### src/rtl/sys_clk_div_pkg.sv
// Shared types and constants for the programmable UART bit-rate clock divider.
package sys_clk_div_pkg;

    typedef enum logic [1:0] {
        IDLE   = 2'd0,
        BYPASS = 2'd1,
        HIGH   = 2'd2,
        LOW    = 2'd3
    } state_t;

    // Smallest ratio that actually divides; anything below passes the reference clock through.
    localparam int unsigned MIN_RATIO = 32'd2;

endpackage

### src/rtl/sys_clk_div_if.sv
// Control/output bundle of the clock divider: enable and ratio in, divided clock and tick out.
interface sys_clk_div_if #(
    parameter int unsigned RATIO_W = 8
);
    logic               i_clk_en;
    logic [RATIO_W-1:0] i_div_ratio;
    logic               o_div_clk;
    logic               o_tick;

    modport master (
        output i_clk_en,
        output i_div_ratio,
        input  o_div_clk,
        input  o_tick
    );

    modport slave (
        input  i_clk_en,
        input  i_div_ratio,
        output o_div_clk,
        output o_tick
    );
endinterface

### src/rtl/sys_clk_div.sv
// Runtime-programmable integer clock divider with bypass and an i_clk-domain tick
// marking each rising edge of the divided clock.
module sys_clk_div #(
    parameter int unsigned RATIO_W = 8
) (
    input  logic          i_clk,
    input  logic          i_rst,
    sys_clk_div_if.slave  bus
);
    import sys_clk_div_pkg::*;

    localparam logic [RATIO_W-1:0] ZERO_C      = {RATIO_W{1'b0}};
    localparam logic [RATIO_W-1:0] ONE_C       = {{(RATIO_W-1){1'b0}}, 1'b1};
    localparam logic [RATIO_W-1:0] MIN_RATIO_C = RATIO_W'(MIN_RATIO);

    state_t             state_r;
    logic [RATIO_W-1:0] cnt_r;
    logic [RATIO_W-1:0] ratio_r;
    logic               div_r;
    logic               tick_r;
    logic               bypass_sel_r;

    logic               start_ok_s;
    logic [RATIO_W-1:0] hi_len_s;
    logic [RATIO_W-1:0] hi_last_s;
    logic [RATIO_W-1:0] lo_last_s;

    // Phase limits come only from the latched ratio so a mid-period reprogram cannot truncate a phase.
    assign start_ok_s = bus.i_clk_en && (bus.i_div_ratio >= MIN_RATIO_C);
    assign hi_len_s   = ratio_r >> 1;
    assign hi_last_s  = hi_len_s - ONE_C;
    assign lo_last_s  = ratio_r - hi_len_s - ONE_C;

    // Divider FSM: state, phase counter, latched ratio, divided-clock level, tick and clock-mux select.
    always_ff @(posedge i_clk or negedge i_rst) begin
        if (!i_rst) begin
            state_r      <= IDLE;
            cnt_r        <= ZERO_C;
            ratio_r      <= ZERO_C;
            div_r        <= 1'b0;
            tick_r       <= 1'b0;
            bypass_sel_r <= 1'b0;
        end else begin
            case (state_r)
                IDLE, BYPASS: begin
                    if (start_ok_s) begin
                        state_r      <= HIGH;
                        ratio_r      <= bus.i_div_ratio;
                        cnt_r        <= ZERO_C;
                        div_r        <= 1'b1;
                        tick_r       <= 1'b1;
                        bypass_sel_r <= 1'b0;
                    end else begin
                        state_r      <= BYPASS;
                        cnt_r        <= ZERO_C;
                        div_r        <= 1'b0;
                        tick_r       <= 1'b1;
                        bypass_sel_r <= 1'b1;
                    end
                end
                HIGH: begin
                    if (!bus.i_clk_en) begin
                        state_r      <= BYPASS;
                        cnt_r        <= ZERO_C;
                        div_r        <= 1'b0;
                        tick_r       <= 1'b1;
                        bypass_sel_r <= 1'b1;
                    end else if (cnt_r == hi_last_s) begin
                        state_r      <= LOW;
                        cnt_r        <= ZERO_C;
                        div_r        <= 1'b0;
                        tick_r       <= 1'b0;
                        bypass_sel_r <= 1'b0;
                    end else begin
                        cnt_r        <= cnt_r + ONE_C;
                        tick_r       <= 1'b0;
                        bypass_sel_r <= 1'b0;
                    end
                end
                LOW: begin
                    if (!bus.i_clk_en || ((cnt_r == lo_last_s) && !start_ok_s)) begin
                        state_r      <= BYPASS;
                        cnt_r        <= ZERO_C;
                        div_r        <= 1'b0;
                        tick_r       <= 1'b1;
                        bypass_sel_r <= 1'b1;
                    end else if (cnt_r == lo_last_s) begin
                        state_r      <= HIGH;
                        ratio_r      <= bus.i_div_ratio;
                        cnt_r        <= ZERO_C;
                        div_r        <= 1'b1;
                        tick_r       <= 1'b1;
                        bypass_sel_r <= 1'b0;
                    end else begin
                        cnt_r        <= cnt_r + ONE_C;
                        tick_r       <= 1'b0;
                        bypass_sel_r <= 1'b0;
                    end
                end
                default: begin
                    state_r      <= IDLE;
                    cnt_r        <= ZERO_C;
                    ratio_r      <= ZERO_C;
                    div_r        <= 1'b0;
                    tick_r       <= 1'b0;
                    bypass_sel_r <= 1'b0;
                end
            endcase
        end
    end

    // Inline 2:1 clock mux; its select is a flop, so it never switches combinationally.
    assign bus.o_div_clk = bypass_sel_r ? i_clk : div_r;
    assign bus.o_tick    = tick_r;

endmodule

### src/flat_wrapper.sv
// flat-port wrapper written by rule: the top's interface ports become plain ports
module sys_clk_div_flat import sys_clk_div_pkg::*;
#(
    parameter int unsigned RATIO_W = 8
)
  (i_clk, i_rst, bus_i_clk_en, bus_i_div_ratio, bus_o_div_clk, bus_o_tick);
  sys_clk_div_if #(.RATIO_W(RATIO_W)) bus_i ();
  input  logic i_clk;
  input  logic i_rst;
  input wire logic [$bits(bus_i.i_clk_en)-1:0] bus_i_clk_en;
  input wire logic [$bits(bus_i.i_div_ratio)-1:0] bus_i_div_ratio;
  output wire logic [$bits(bus_i.o_div_clk)-1:0] bus_o_div_clk;
  output wire logic [$bits(bus_i.o_tick)-1:0] bus_o_tick;
  assign bus_i.i_clk_en = bus_i_clk_en;
  assign bus_i.i_div_ratio = bus_i_div_ratio;
  assign bus_o_div_clk = bus_i.o_div_clk;
  assign bus_o_tick = bus_i.o_tick;
  sys_clk_div #(.RATIO_W(RATIO_W)) u_core (.i_clk(i_clk), .i_rst(i_rst), .bus(bus_i));
endmodule
### config.mk
export PLATFORM = sky130hd
export DESIGN_NAME = sys_clk_div_flat
export DESIGN_NICKNAME = d
export VERILOG_FILES = /design/src/rtl/sys_clk_div_pkg.sv /design/src/rtl/sys_clk_div_if.sv /design/src/rtl/sys_clk_div.sv /design/src/flat_wrapper.sv
export SDC_FILE = /design/constraint.sdc
export NUM_CORES = 1
export LEC_CHECK = 0
export BUFFER_PORTS_ARGS = -buffer_cell sky130_fd_sc_hd__buf_2
export CAP_MARGIN = 20
export CORE_MARGIN = 3
export CORE_UTILIZATION = 55
export CTS_BUF_LIST = sky130_fd_sc_hd__clkbuf_8
export DETAILED_ROUTE_END_ITERATION = 10
export PLACE_DENSITY_LB_ADDON = 0.05
export SETUP_SLACK_MARGIN = 0.15
export SLEW_MARGIN = 10
export SYNTH_ARGS = -nofsm -noshare
export SYNTH_HDL_FRONTEND = slang
export SYNTH_SLANG_ARGS = --single-unit
### constraint.sdc
create_clock -name i_clk -period 7.9 [get_ports i_clk]
set_input_delay 1.185 -clock i_clk [delete_from_list [all_inputs] [get_ports i_clk]]
set_output_delay 1.185 -clock i_clk [all_outputs]
set_load 0.1 [all_outputs]
==> results.yml <==
route:
  dr.pass1.iters: 4
  antenna_violating_nets_post_route: 0
  iteration_0_drc_count_of_the_detailed_router: 33
  wire_per_inst_um: 15.3
  vias_per_cell: 5.44
  post-route-drc-count: 0
  detailroute.via_count: 1138
  postRouteWirelength_um: 3190
global_route:
  grt_antenna_before_repair: 0
  grt_pass1_vias: 1154
  groute.usage.overall: 0.203
  grt.overflow.total: 0
  grt_pass1_wl_um: 5350
  grt_max_degree: 22
power_and_ir_drop:
  seq_power_share: 0.284
  peakVddDrop_v: 0.000150
  post-layout-total-power_mw: 0.484
  net_switching_power_figure_mw: 0.190
  sw_frac_of_total: 0.392
  design_internal_power_mw: 0.294
  power_density_nw_per_um2: 267
  cellLeakagePower_nw: 0.855
  p_comb_frac: 0.458
  p_clk_frac: 0.258
floorplanning:
  design.die.area_um2: 3690
  placeableCoreArea_um2: 2810
  vertical_die_dimension_um: 60.7
  core.rowCount: 19
  top_level_ports: 13
  floorplan.initialDensity: 0.587
  die-width_um: 60.7
synth:
  synth-edff-count: 0
  synthAdderAreaFrac: 0.156
  yosys.area_share.xor_xnor: 0.159
  synth_simple_gate_area_share: 0.127
  synthesis.nets: 194
  synth_area_um2: 1650
  synth_sequential_area_ratio: 0.319
  synth-main-ff-cell: "sky130_fd_sc_hd__dfrtp_1"
  asyncSetResetFlopFracSynth: 1.00
  synth_compound_gate_area_share: 0.115
  synth_mux_area_frac: 0.0729
  synth_top_family_by_area: "XOR/XNOR gates"
  syn-instance-count: 163
  synth.distinct_cells: 39
  post_synth.cell_area_avg_um2: 10.1
  synth_warnings: 0
  ys_seq_elements: 21
job:
  max-cap-violations: 0
critical_path:
  worst-r2r-cell-count: 10
  endpoint: "bus_o_div_clk"
  crit_arrival_ns: 4.58
  reg2reg_from: "u_core.ratio_r[1]"
  max_stage_delay_ns: 0.29
  crit_path_end_kind: "output port"
  worst_setup_path_startpoint: "i_clk"
  crit_path_kind: "clk2out"
  critPathMaxFanout: 2
  cell_repeated_most_along_the_worst_path: "sky130_fd_sc_hd__clkbuf_8"
  cp_cell_sequence: "clkbuf_8 -> clkbuf_8 -> nand2_1 -> o21ai_0 -> buf_2"
  setup.worst_path.start_class: "clock port"
  critPathSlowestCell: "sky130_fd_sc_hd__buf_2"
  crit-reg2reg-capture: "u_core.ratio_r[2]"
  critical_path_required_ns: 6.71
  reg2reg_slack_ns: 4.66
final_layout:
  filler_free_cell_count_of_the_finished_design: 209
  layout-drive-gt1-share: 0.185
  final_net_count: 210
  stdcell_area_um2: 1810
  postLayoutCoreUtil: 0.645
  area_growth_syn_to_layout_pct: 9.87
  antenna-diode-count: 0
placed_design:
  buffer_ports.inserted: 12
  placement.cell_area_um2: 1720
  gpl.final_weighted_congestion: 0.796
  post-place-cells: 202
  detailedPlace.worstSlack_ns: 2.39
  half_perimeter_wire_length_after_placement_um: 2590
sta:
  report.final.slew_viol_count: 0
  skew_ns: 0.00567
  finalSetupViolations: 0
  whs_ns: 0.515
  setup-tns-final_ns: 0
  rsz_0062_raised_after_global_routing: "no"
  final_critical_path_setup_slack_ns: 2.13
  worst_slew_pin_tran_ns: 0.589
  finalHoldViolations: 0
  slew_headroom: 0.602
clocking:
  ctsHoldBuffers: 0
  worst_skew_pair.late_latency_ns: 0.36
  clock_slew_at_reported_path_ffs_ns: 0.07
  cts_repair_resized_insts: 0
  clock_tree_from_tritoncts: "done"
  post_cts_buffers: 0
status:
  run_status: "completed"
min_path:
  hold_path_class: "reg2reg"
-- final cells by class --
type	count	area, um2
Clock buffer	7	87.6
Clock inverter	1	5.00
Fill cell	252	995
Inverter	16	60.1
Multi-Input combinational cell	122	1040
Sequential cell	21	526
Tap cell	31	38.8
Timing Repair Buffer	11	55.1
-- Yosys cell counts, types with 2 or more instances --
master / instances / area (um2)
sky130_fd_sc_hd__mux2_4: 8 / 120
sky130_fd_sc_hd__nand2_1: 6 / 22.5
sky130_fd_sc_hd__nand2b_1: 3 / 18.8
sky130_fd_sc_hd__nor3_1: 2 / 10.0
sky130_fd_sc_hd__nor2_1: 13 / 48.8
sky130_fd_sc_hd__xnor2_1: 24 / 210
sky130_fd_sc_hd__nand3_1: 7 / 35.0
sky130_fd_sc_hd__o21ai_0: 4 / 20.0
sky130_fd_sc_hd__ha_1: 19 / 238
sky130_fd_sc_hd__xor2_1: 6 / 52.6
sky130_fd_sc_hd__and3_1: 3 / 18.8
sky130_fd_sc_hd__nor2b_1: 3 / 18.8
sky130_fd_sc_hd__a21o_1: 2 / 15.0
sky130_fd_sc_hd__a21boi_0: 2 / 15.0
sky130_fd_sc_hd__inv_1: 16 / 60.1
sky130_fd_sc_hd__dfrtp_1: 21 / 526
sky130_fd_sc_hd__clkbuf_1: 2 / 7.51
-- cell usage in the layout (no fill, tap or decap), drive strengths merged, types with 2 or more instances in the layout --
| cell | n |
|---|---|
| nand3 | 7 |
| o21ai | 4 |
| ha | 19 |
| xor2 | 6 |
| clkbuf | 6 |
| a21oi | 2 |
| nor2b | 3 |
| nor3 | 2 |
| buf | 12 |
| nand2b | 3 |
| mux2 | 8 |
| and3 | 3 |
| a21boi | 3 |
| nand2 | 6 |
| dfrtp | 21 |
| a21o | 3 |
| nor2 | 13 |
| inv | 16 |
| xnor2 | 24 |
-- registers in the layout, summed over array words and instances, names as in the netlist --
name	cells
u_core.bus.o_tick	1
u_core.bypass_sel_r	1
u_core.cnt_r	8
u_core.div_r	1
u_core.ratio_r	8
u_core.state_r	2
-- cell families after synthesis --
| logic type | after synthesis |
|---|---|
| adder cells (fa/ha/maj) | 20 |
| AND/OR/NAND/NOR | 42 |
| AO/OA/AOI/OAI | 22 |
| flip-flops | 21 |
| multiplexers | 8 |
| buffers and inverters | 20 |
| XOR/XNOR | 30 |
-- power groups by stage --
stage	Combinational, mW	Clock [mW]	Sequential (mW)
after floorplan	0.184	0.0169	0.136
after global placement	0.215	0.0185	0.139
after detailed placement	0.221	0.0185	0.140
after CTS	0.223	0.129	0.138
after global routing	0.246	0.134	0.140
final	0.222	0.125	0.137
-- metal layers --
metal | GRT usage | vias to the layer above | wire length, um | part of all wire
met1 | 0.268 | 545 | 1540 | 0.48
met5 | 0 | - | 0 | 0
met2 | 0.325 | 10 | 1550 | 0.49
met3 | 0.0574 | 6 | 58 | 0.018
met4 | 0.0588 | 0 | 38 | 0.012
li1 | - | 577 | - | -
-- critical path, delay by kind of cell --
| kind | cells | cell delay (ns) |
|---|---|---|
| buffers and inverters | 3 | 0.52 |
| AO/OA/AOI/OAI | 1 | 0.07 |
| AND/OR/NAND/NOR | 1 | 0.04 |
-- how the worst min path moves through the flow --
stage | slack [ns] | cells after the start | to | start
after floorplan | 0.48 | 1 | u_core.state_r[0] | u_core.state_r[0]
after global placement | 0.49 | 1 | u_core.state_r[0] | u_core.state_r[0]
after detailed placement | 0.50 | 1 | u_core.state_r[0] | u_core.state_r[0]
after CTS | 0.52 | 1 | u_core.state_r[0] | u_core.state_r[0]
after global routing | 0.54 | 1 | u_core.state_r[0] | u_core.state_r[0]
final | 0.51 | 1 | u_core.state_r[0] | u_core.state_r[0]
No activity file was read; power rests on OpenSTA's default activity.
